**config.mk**
```make
export PLATFORM = sky130hd
export DESIGN_NAME = stepper_move_ctrl
export DESIGN_NICKNAME = d
export VERILOG_FILES = /design/src/rtl/stepper_pkg.sv /design/src/rtl/step_timer.sv /design/src/rtl/stepper_move_ctrl.sv
export SDC_FILE = /design/constraint.sdc
export NUM_CORES = 1
export LEC_CHECK = 0
export CORE_MARGIN = 4
export CORE_UTILIZATION = 50
export CTS_BUF_LIST = sky130_fd_sc_hd__clkbuf_4 sky130_fd_sc_hd__clkbuf_8
export DETAILED_ROUTE_END_ITERATION = 8
export GPL_TIMING_DRIVEN = 0
export PLACE_DENSITY = 0.8
export SYNTH_ARGS = -nofsm -noshare
export SYNTH_HDL_FRONTEND = slang
export SYNTH_SLANG_ARGS = --single-unit
```
**constraint.sdc**
```tcl
create_clock -name clk -period 3.3 [get_ports clk]
set_input_delay 0.99 -clock clk [delete_from_list [all_inputs] [get_ports clk]]
set_output_delay 0.99 -clock clk [all_outputs]
set_load 0.01 [all_outputs]
```
**src/rtl/stepper_pkg.sv**
```systemverilog
// Shared types and constants for the stepper move sequencer.
// FSM state enum, completion status codes, default timing constants.
package stepper_pkg;

  typedef enum logic [1:0] {
    S_IDLE   = 2'd0,
    S_SETTLE = 2'd1,
    S_RUN    = 2'd2,
    S_FINISH = 2'd3
  } stepper_state_e;

  localparam logic [1:0] ST_OK    = 2'd0;
  localparam logic [1:0] ST_ABORT = 2'd1;
  localparam logic [1:0] ST_LIMIT = 2'd2;

  localparam int DEADTIME_DFLT      = 20;
  localparam int STEPS_PER_REV_DFLT = 200;

endpackage

```
**src/rtl/step_timer.sv**
```systemverilog
// Loadable period counter: tick is high in the cycle the count reaches period.
// Ports: clk, reset (async low), load, run, period[CNT_W], tick.
module step_timer #(
  parameter int CNT_W = 16
) (
  input  logic             clk,
  input  logic             reset,
  input  logic             load,
  input  logic             run,
  input  logic [CNT_W-1:0] period,
  output logic             tick
);

  logic [CNT_W-1:0] r_cnt;

  // counts 1..period, so a period of 1 ticks every cycle
  assign tick = run && (r_cnt >= period);

  always_ff @(posedge clk or negedge reset) begin
    if (!reset) begin
      r_cnt <= CNT_W'(1);
    end else if (load) begin
      r_cnt <= CNT_W'(1);
    end else if (run) begin
      if (tick) r_cnt <= CNT_W'(1);
      else      r_cnt <= r_cnt + CNT_W'(1);
    end
  end

endmodule

```
**src/rtl/stepper_move_ctrl.sv**
```systemverilog
// Move sequencer: command handshake, dead time, step strobes, position.
// Ports: cmd_* handshake, abort, limit_*, motor_*, step, position, busy, done, status.
module stepper_move_ctrl
  import stepper_pkg::*;
#(
  parameter int CNT_W         = 16,
  parameter int DEADTIME      = DEADTIME_DFLT,
  parameter int STEPS_PER_REV = STEPS_PER_REV_DFLT,
  localparam int POS_W        = $clog2(STEPS_PER_REV)
) (
  input  logic             clk,
  input  logic             reset,
  input  logic             cmd_valid,
  output logic             cmd_ready,
  input  logic             cmd_dir,
  input  logic [CNT_W-1:0] cmd_steps,
  input  logic [CNT_W-1:0] cmd_period,
  input  logic             abort,
  input  logic             limit_fwd,
  input  logic             limit_rev,
  output logic             motor_dir,
  output logic             motor_enable,
  output logic             step,
  output logic [POS_W-1:0] position,
  output logic             busy,
  output logic             done,
  output logic [1:0]       status
);

  localparam logic [CNT_W-1:0] DT      = CNT_W'(DEADTIME);
  localparam logic [POS_W-1:0] POS_MAX = POS_W'(STEPS_PER_REV - 1);

  stepper_state_e r_state, w_nstate;

  logic [CNT_W-1:0] r_period;
  logic [CNT_W-1:0] r_remaining;
  logic [1:0]       r_code, w_code;

  logic             w_fire;
  logic             w_limit;
  logic             w_tick;
  logic             w_run;
  logic             w_step;
  logic [CNT_W-1:0] w_tmr_period;

  assign w_fire  = (r_state == S_IDLE) && cmd_ready && cmd_valid;
  assign w_limit = motor_dir ? limit_fwd : limit_rev;
  assign w_run   = (r_state == S_SETTLE) || (r_state == S_RUN);

  // one timer serves both the dead time and the step period
  assign w_tmr_period = (r_state == S_SETTLE) ? DT : r_period;

  // abort and limit both suppress a step due in the same cycle
  assign w_step = (r_state == S_RUN) && w_tick && !abort && !w_limit;

  step_timer #(
    .CNT_W (CNT_W)
  ) u_timer (
    .clk    (clk),
    .reset  (reset),
    .load   (w_fire),
    .run    (w_run),
    .period (w_tmr_period),
    .tick   (w_tick)
  );

  always_ff @(posedge clk or negedge reset) begin
    if (!reset) r_state <= S_IDLE;
    else        r_state <= w_nstate;
  end

  always_comb begin
    w_nstate = r_state;
    w_code   = r_code;
    unique case (r_state)
      S_IDLE: begin
        if (w_fire) begin
          if (cmd_steps == '0) begin
            w_nstate = S_FINISH;
            w_code   = ST_OK;
          end else if (cmd_dir != motor_dir) begin
            w_nstate = S_SETTLE;
          end else begin
            w_nstate = S_RUN;
          end
        end
      end
      S_SETTLE: begin
        if (abort) begin
          w_nstate = S_FINISH;
          w_code   = ST_ABORT;
        end else if (w_tick) begin
          w_nstate = S_RUN;
        end
      end
      S_RUN: begin
        if (abort) begin
          w_nstate = S_FINISH;
          w_code   = ST_ABORT;
        end else if (w_limit) begin
          w_nstate = S_FINISH;
          w_code   = ST_LIMIT;
        end else if (w_tick && r_remaining == CNT_W'(1)) begin
          w_nstate = S_FINISH;
          w_code   = ST_OK;
        end
      end
      S_FINISH: begin
        w_nstate = S_IDLE;
      end
      default: begin
        w_nstate = S_IDLE;
      end
    endcase
  end

  always_ff @(posedge clk or negedge reset) begin
    if (!reset) begin
      r_period    <= CNT_W'(1);
      r_remaining <= '0;
      r_code      <= ST_OK;
      motor_dir   <= 1'b1;
    end else begin
      r_code <= w_code;
      if (w_fire) begin
        r_period    <= (cmd_period == '0) ? CNT_W'(1) : cmd_period;
        r_remaining <= cmd_steps;
        // a zero-length move must leave the direction alone
        if (cmd_steps != '0) motor_dir <= cmd_dir;
      end else if (w_step) begin
        r_remaining <= r_remaining - CNT_W'(1);
      end
    end
  end

  always_ff @(posedge clk or negedge reset) begin
    if (!reset) begin
      position <= '0;
    end else if (w_step) begin
      if (motor_dir) begin
        position <= (position == POS_MAX) ? '0 : position + POS_W'(1);
      end else begin
        position <= (position == '0) ? POS_MAX : position - POS_W'(1);
      end
    end
  end

  always_ff @(posedge clk or negedge reset) begin
    if (!reset) begin
      cmd_ready    <= 1'b0;
      motor_enable <= 1'b0;
      step         <= 1'b0;
      busy         <= 1'b0;
      done         <= 1'b0;
      status       <= ST_OK;
    end else begin
      // ready lags IDLE entry by a cycle: no handshake in the done cycle
      cmd_ready    <= (r_state == S_IDLE) && !w_fire;
      motor_enable <= (w_nstate == S_RUN);
      step         <= w_step;
      busy         <= (w_nstate != S_IDLE);
      done         <= (r_state == S_FINISH);
      if (r_state == S_FINISH) status <= r_code;
    end
  end

endmodule

```
### After elaboration in Yosys (flattened, before gate mapping)

Cells that the tools add are included.

* memories: 0
* memory bits (read-only): 0
* input port bits: 39
* latch bits: 0
* register bits: 68
* logic and storage cells: 79
* bits in writable memories: 0

* magnitude comparators: 1
* add/sub/neg operators: 4
* multipliers: 0
* shifts and indexed selects: 0
* muxes and demuxes: 27
* div/mod/pow operators: 0
* bitwise operators: 0
* reduce and logical (&&, ||, !) cells: 23
* eq/ne operators: 11

Operators with widths (number)
* 2-to-1 mux 16 bit: 7
* zero test 16 bit: 2
* 2-to-1 mux 2 bit: 14
* 2-to-1 mux 8 bit: 3
* adder 16 x 1 -> 16 bit (second input constant): 1
* equality test 16 x 1 -> 1 bit (second input constant): 1
* >= comparator 16 bit: 1
* nonzero test 16 bit: 1
* subtractor 16 x 1 -> 16 bit (second input constant): 1
* adder 8 x 1 -> 8 bit (second input constant): 1
* equality test 8 bit (second input constant): 1
* logical AND 1 bit: 8
* zero test 8 bit: 1
* one-hot mux 2 bit (4 select lines): 1
* subtractor 8 x 1 -> 8 bit (second input constant): 1
* equality test 2 bit (second input constant): 3
* one-hot mux 2 bit (3 select lines): 1
* nonzero test 2 bit: 3
* AND reduction 5 bit: 1
* != test 2 bit (second input constant): 2
* != test 4 x 3 -> 1 bit (second input constant): 1
* zero test 1 bit: 3
* nonzero test 3 bit: 1
* equality test 2 x 1 -> 1 bit (second input constant): 1
* 6 further kinds: 6

### Longest topological paths before layout

Gate-level depths: netlist of the first run.

* depth after elaboration: 10
* mapped depth: 14

### By module

From an unflattened synthesis of the first run, not the netlist that was laid out.

* cell total of the unflattened synthesis: 498
* area, all modules: 4291.6 um^2

Modules (own cells, without submodules)
* stepper_move_ctrl: sequential area each 1303.8 um^2, times used 1, area each 2989.1 um^2, cells each 345
* step_timer: sequential area each 401.6 um^2, times used 1, area each 1302.5 um^2, cells each 153

### Worst setup path before layout of the first run

No wires, ideal clock.

* path type: register to register
* from: register r_state[1]
* to: register position[7]
* library setup time: 0.126 ns
* period minus slack after synthesis: 3.225 ns
* path buffers: 3
* arrival time: 3.099 ns
* cell stages (with the launch flop): 14
* slack: 0.075 ns
* cell sequence: dfrtp_1 inv_1 ha_1 clkbuf_1 clkbuf_1 nand2b_1 ha_1 nand4_1 or2_4 or4_4 a31oi_4 buf_6 nand2_2 o32a_1

* longest elaborated chain between the ends: 7
* elaborated cells on any way between the ends: 9

RTL lines
* from (decl): line stepper_move_ctrl.sv:33 `stepper_state_e r_state, w_nstate;`
* from (signal assigned): line stepper_move_ctrl.sv:69 `else r_state <= w_nstate;`
* equality test 2 x 1 -> 1 bit: line stepper_move_ctrl.sv:48, stepper_move_ctrl.sv:51
* 2-to-1 mux 16 bit: line stepper_move_ctrl.sv:51 `assign w_tmr_period = (r_state == S_SETTLE) ? DT : r_period;`
* >= comparator 16 bit: line step_timer.sv:17 `assign tick = run && (r_cnt >= period);`
* logical AND 1 bit: line step_timer.sv:17
* logical AND 1 bit (*) (3 in a row): line stepper_move_ctrl.sv:54 `assign w_step = (r_state == S_RUN) && w_tick && !abort && !w_limit;`
* to (signal assigned): line stepper_move_ctrl.sv:141 `position <= (position == POS_MAX) ? '0 : position + POS_W'(1);`
* to (signal assigned): line stepper_move_ctrl.sv:143 `position <= (position == '0) ? POS_MAX : position - POS_W'(1);`
* to (decl): line stepper_move_ctrl.sv:24 `output logic [POS_W-1:0] position,`

Mark *: on every way between the ends. The rest lies on a longest branch, timed or not.
A chain may end at the register's enable or synchronous reset.

### Worst setup path in the final report of the first run

* from: register r_state[0]
* to: register r_remaining[7]

* longest elaborated chain between the ends: 8
* elaborated cells on any way between the ends: 14

RTL lines
* equality test 2 x 1 -> 1 bit: line stepper_move_ctrl.sv:48, stepper_move_ctrl.sv:51
* 2-to-1 mux 16 bit: line stepper_move_ctrl.sv:51
* >= comparator 16 bit: line step_timer.sv:17
* logical AND 1 bit: line step_timer.sv:17
* logical AND 1 bit (3 in a row): line stepper_move_ctrl.sv:54
* nonzero test 2 bit (no source line)
* to (signal assigned): line stepper_move_ctrl.sv:127 `r_remaining <= cmd_steps;`
* to (signal assigned): line stepper_move_ctrl.sv:131 `r_remaining <= r_remaining - CNT_W'(1);`
* to (decl): line stepper_move_ctrl.sv:36 `logic [CNT_W-1:0] r_remaining;`

Several ways; a longest one is shown, not always the timed one.

==> results of run 1 <==
-- kinds of logic (layout without fill, tap and decap cells) --
group	after synthesis	after routing	share of synthesized area (%)
and+or+nand+nor	232	232	27.0
buffers and inverters	38	112	3.84
DFF	68	68	39.0
muxes	6	6	1.52
xor gates and xnor gates	5	5	1.00
adders and majority gates	26	26	7.44
AOI/OAI and AO/OA	129	129	20.2
-- final cells by class --
class                   instances  share of cell area, %
well taps                     105                   2.45
multi-input cells             398                   48.1
flip-flops and latches         68                   31.9
plain buffers                  21                   2.15
clock inverters                 2                  0.187
inverters                      15                   1.05
clock buffers                  13                   3.22
repair buffers                 61                   11.0
-- critical path: cells and delay by family (launching register included) --
family	cells	cell delay [ns]
buffers and inverters	4	0.67
AOI/OAI and AO/OA	2	0.29
DFF	1	0.45
adders and majority gates	2	0.52
and+or+nand+nor	5	1.23
-- what timing repair did --
item | 4_1_cts | 5_1_grt
setup endpoints to repair | 44 | 37
hold buffers | 0 | 0
resized for setup | 8 | 12
pin swaps | 2 | 6
setup buffers | 1 | 6
-- synthesized netlist by cell type, types with 11 or more instances --
| cell | instances |
|---|---|
| nand2_1 | 79 |
| dfrtp_1 | 65 |
| nor2_1 | 38 |
| a31oi_1 | 34 |
| a21oi_1 | 27 |
| ha_1 | 26 |
| nand2b_1 | 21 |
| o21ai_0 | 19 |
| nor3_1 | 18 |
| inv_1 | 14 |
| clkbuf_1 | 13 |
| nand4_1 | 13 |
| nand3_1 | 12 |
| or3_1 | 11 |
-- final timing paths --
path	to	slack (ns)	cells after the start
worst max-delay path	r_remaining[7]	0.07	13
worst min-delay path	r_period[10]	0.48	2
min in group asynchronous	step	0.75	1
worst max register to register	r_remaining[7]	0.07	13
worst min register to register	r_period[10]	0.48	2
max in group asynchronous	r_state[0]	1.92	1
-- power by group through the flow --
stage,registers [mW],logic (mW),clock network (mW)
floorplan,1.35,1.35,0
global placement,1.38,1.82,0
detailed placement,1.40,1.88,0
CTS,1.38,1.94,0.663
global route,1.43,2.25,0.694
finish,1.39,2.01,0.653
-- metal layers --
layer / up-vias / wire length, um / share of wire, %
met1: 2060 / 5210 / 44
met3: 36 / 835 / 7.1
met5: - / 0 / 0
li1: 2009 / - / -
met2: 182 / 5460 / 46
met4: 0 / 252 / 2.1
-- stage by stage --
stage | hold slack [ns] | cell area (um^2) | util [%] | std cells
6_report | 0.481 | 5360 | 64.2 | 683
5_1_grt | 0.509 | 5360 | 64.2 | 683
4_1_cts | 0.483 | 5260 | 63.1 | 678
2_1_floorplan | 0.447 | 4370 | - | 504
3_5_place_dp | 0.465 | 5040 | 60.4 | 663
3_3_place_gp | 0.464 | 5040 | 60.5 | 663
-- sequential cells by signal, summed over array words and instances (netlist names) --
| name | count |
|---|---|
| step | 1 |
| cmd_ready | 1 |
| busy | 1 |
| r_period | 16 |
| motor_dir | 1 |
| r_state | 2 |
| u_timer.r_cnt | 16 |
| done | 1 |
| r_remaining | 16 |
| motor_enable | 1 |
| r_code | 2 |
| status | 2 |
| position | 8 |
==> flow_metrics.tcl, run 1 <==
set metrics [dict create \
    cp-start-kind "register" \
    cts_tree "done" \
    core_mm2 0.00834 \
    critPathMostFrequentCell "buf_4" \
    gr-total-overflow 0 \
    yosys.area.top_type "dfrtp_1" \
    die_area_mm2 0.0103 \
    pin_count 55 \
    cp_max_fo 11 \
    synthTopCellsByArea "dfrtp_1 (37%), ha_1 (7.4%), nand2_1 (6.8%)" \
    grt_use_met3_pct 3.86 \
    max-slew-margin-rel_pct 41.8 \
    final_common_cell "nand2_1" \
    grt_pass1_wl_um 19600 \
    grt_use_total_pct 23.7 \
    via_per_inst 6.28 \
    grt_busiest_layer "met2" \
    clk_path_buf_depth 2 \
    min_period_ns 3.23 \
    cts.sinks 68 \
    synth_edf_count 0 \
    rsz0062_at_grt "yes" \
    initial_core_util_pct 52.4 \
    diodes 0 \
    peakVddDrop_mv 0.296 \
    num_vias 4287 \
    first_global_vias 4037 \
    yosys.area.top_type_share_pct 37.2 \
    h-tree-depth 3 \
    setup_viol 0 \
    drc 0 \
    crit_path_end_kind "register" \
    power_frac_comb_pct 49.7 \
    ys_types 70 \
    pwr-share-clk_pct 16.1 \
    drtPass1Iterations 5 \
    place_ws_ns -0.425 \
    multi_input_area_mm2 0.00257 \
    p_int_mw 2.34 \
    worst_slack_ns 0.0684 \
    cp_cell_sequence "ha_4 > buf_2 > nand2b_1 > ha_1 > nand4_1 > or2_4 > buf_4 > nor4_4 > buf_4 > o31ai_4 > buf_6 > or4_1 > a31oi_1" \
    totalPowerFinal_mw 4.05 \
    period_share_pct 97.9 \
    max_stage_delay_ns 0.48 \
    clk_latency_ns 0.35 \
    min_from "r_period[10]" \
    drv_cap 0 \
    fin_nets 639 \
    wirelength_um 11800 \
    startpoint "r_state[0]" \
    crit_slowest_cell "or4_1" \
    power_switching_mw 1.72 \
    ff_latch_area_mm2 0.00171 \
    met2_usage_pct 36.6 \
    hpwl_um 8520 \
    drv_slew 0 \
    cts.clk_slew.worst_paths_ns 0.07 \
    leakagePower_nw 2.26 \
    fin_skew_ns 0.0121 \
    final_layout_size_suffix_gt1_share_pct 11.8 \
    p_sw_share_pct 42.4 \
    avgSynthCellArea_um2 8.67 \
    synth-seq-cells 68 \
    max_slew.worst_pin.slew_ns 0.873 \
    die_x_um 102 \
    synth_ff_type "dfrtp_1" \
    seq_power_share_pct 34.2 \
    dieHeight_um 102 \
    numPortBuffers 54 \
    wl_per_cell_um 17.2 \
    synthArstFlopShare_pct 100 \
    final_cell_mix "nand2_1 (79), dfrtp_1 (64), clkdlybuf4s50_1 (53)" \
    worstPathRequired_ns 3.57 \
    powerDensity_mw_per_mm2 757 \
    fillCellCount 705 \
    syn_nets 569 \
    use_met1_pct 33.6 \
    seq_area_frac_synth_pct 39.0 \
    yosysWarnings 0 \
    cts-root-buf "clkbuf_8" \
    rows 33 \
    crit_arrival_ns 3.50 \
    rr_startpoint "r_state[0]" \
    gp_congestion 0.902 \
    syn_to_final_growth_pct 22.6 \
    antenna_found_initial 0 \
    drt_iter0_drc 212 \
    finalHoldViolCount 0 \
    synth.cell_area_mm2 0.00437 \
    fmax_mhz 309 \
    finalSetupTns_ns 0 \
    hold_path.class "register to register" \
    antenna_left 0 \
    grt_max_degree 69 \
    worstSetupPathType "register to register" \
    cts_buffers 9 \
    status "completed" \
    syn_inst 504 \
]
(Power assumes the default switching activity.)
==> inputs of run 2 (changes only) <==
--- a/constraint.sdc
+++ b/constraint.sdc
@@ -3,2 +3,2 @@
 set_output_delay 0.99 -clock clk [all_outputs]
-set_load 0.01 [all_outputs]
+set_load 0.05 [all_outputs]
==> results of run 2 <==
The final DEF is identical to that of run 1. Status: completed.
Main changes from that run: total power 4.05 mW -> 4.20 mW; worst IR drop on VDD 0.296 mV -> 0.348 mV
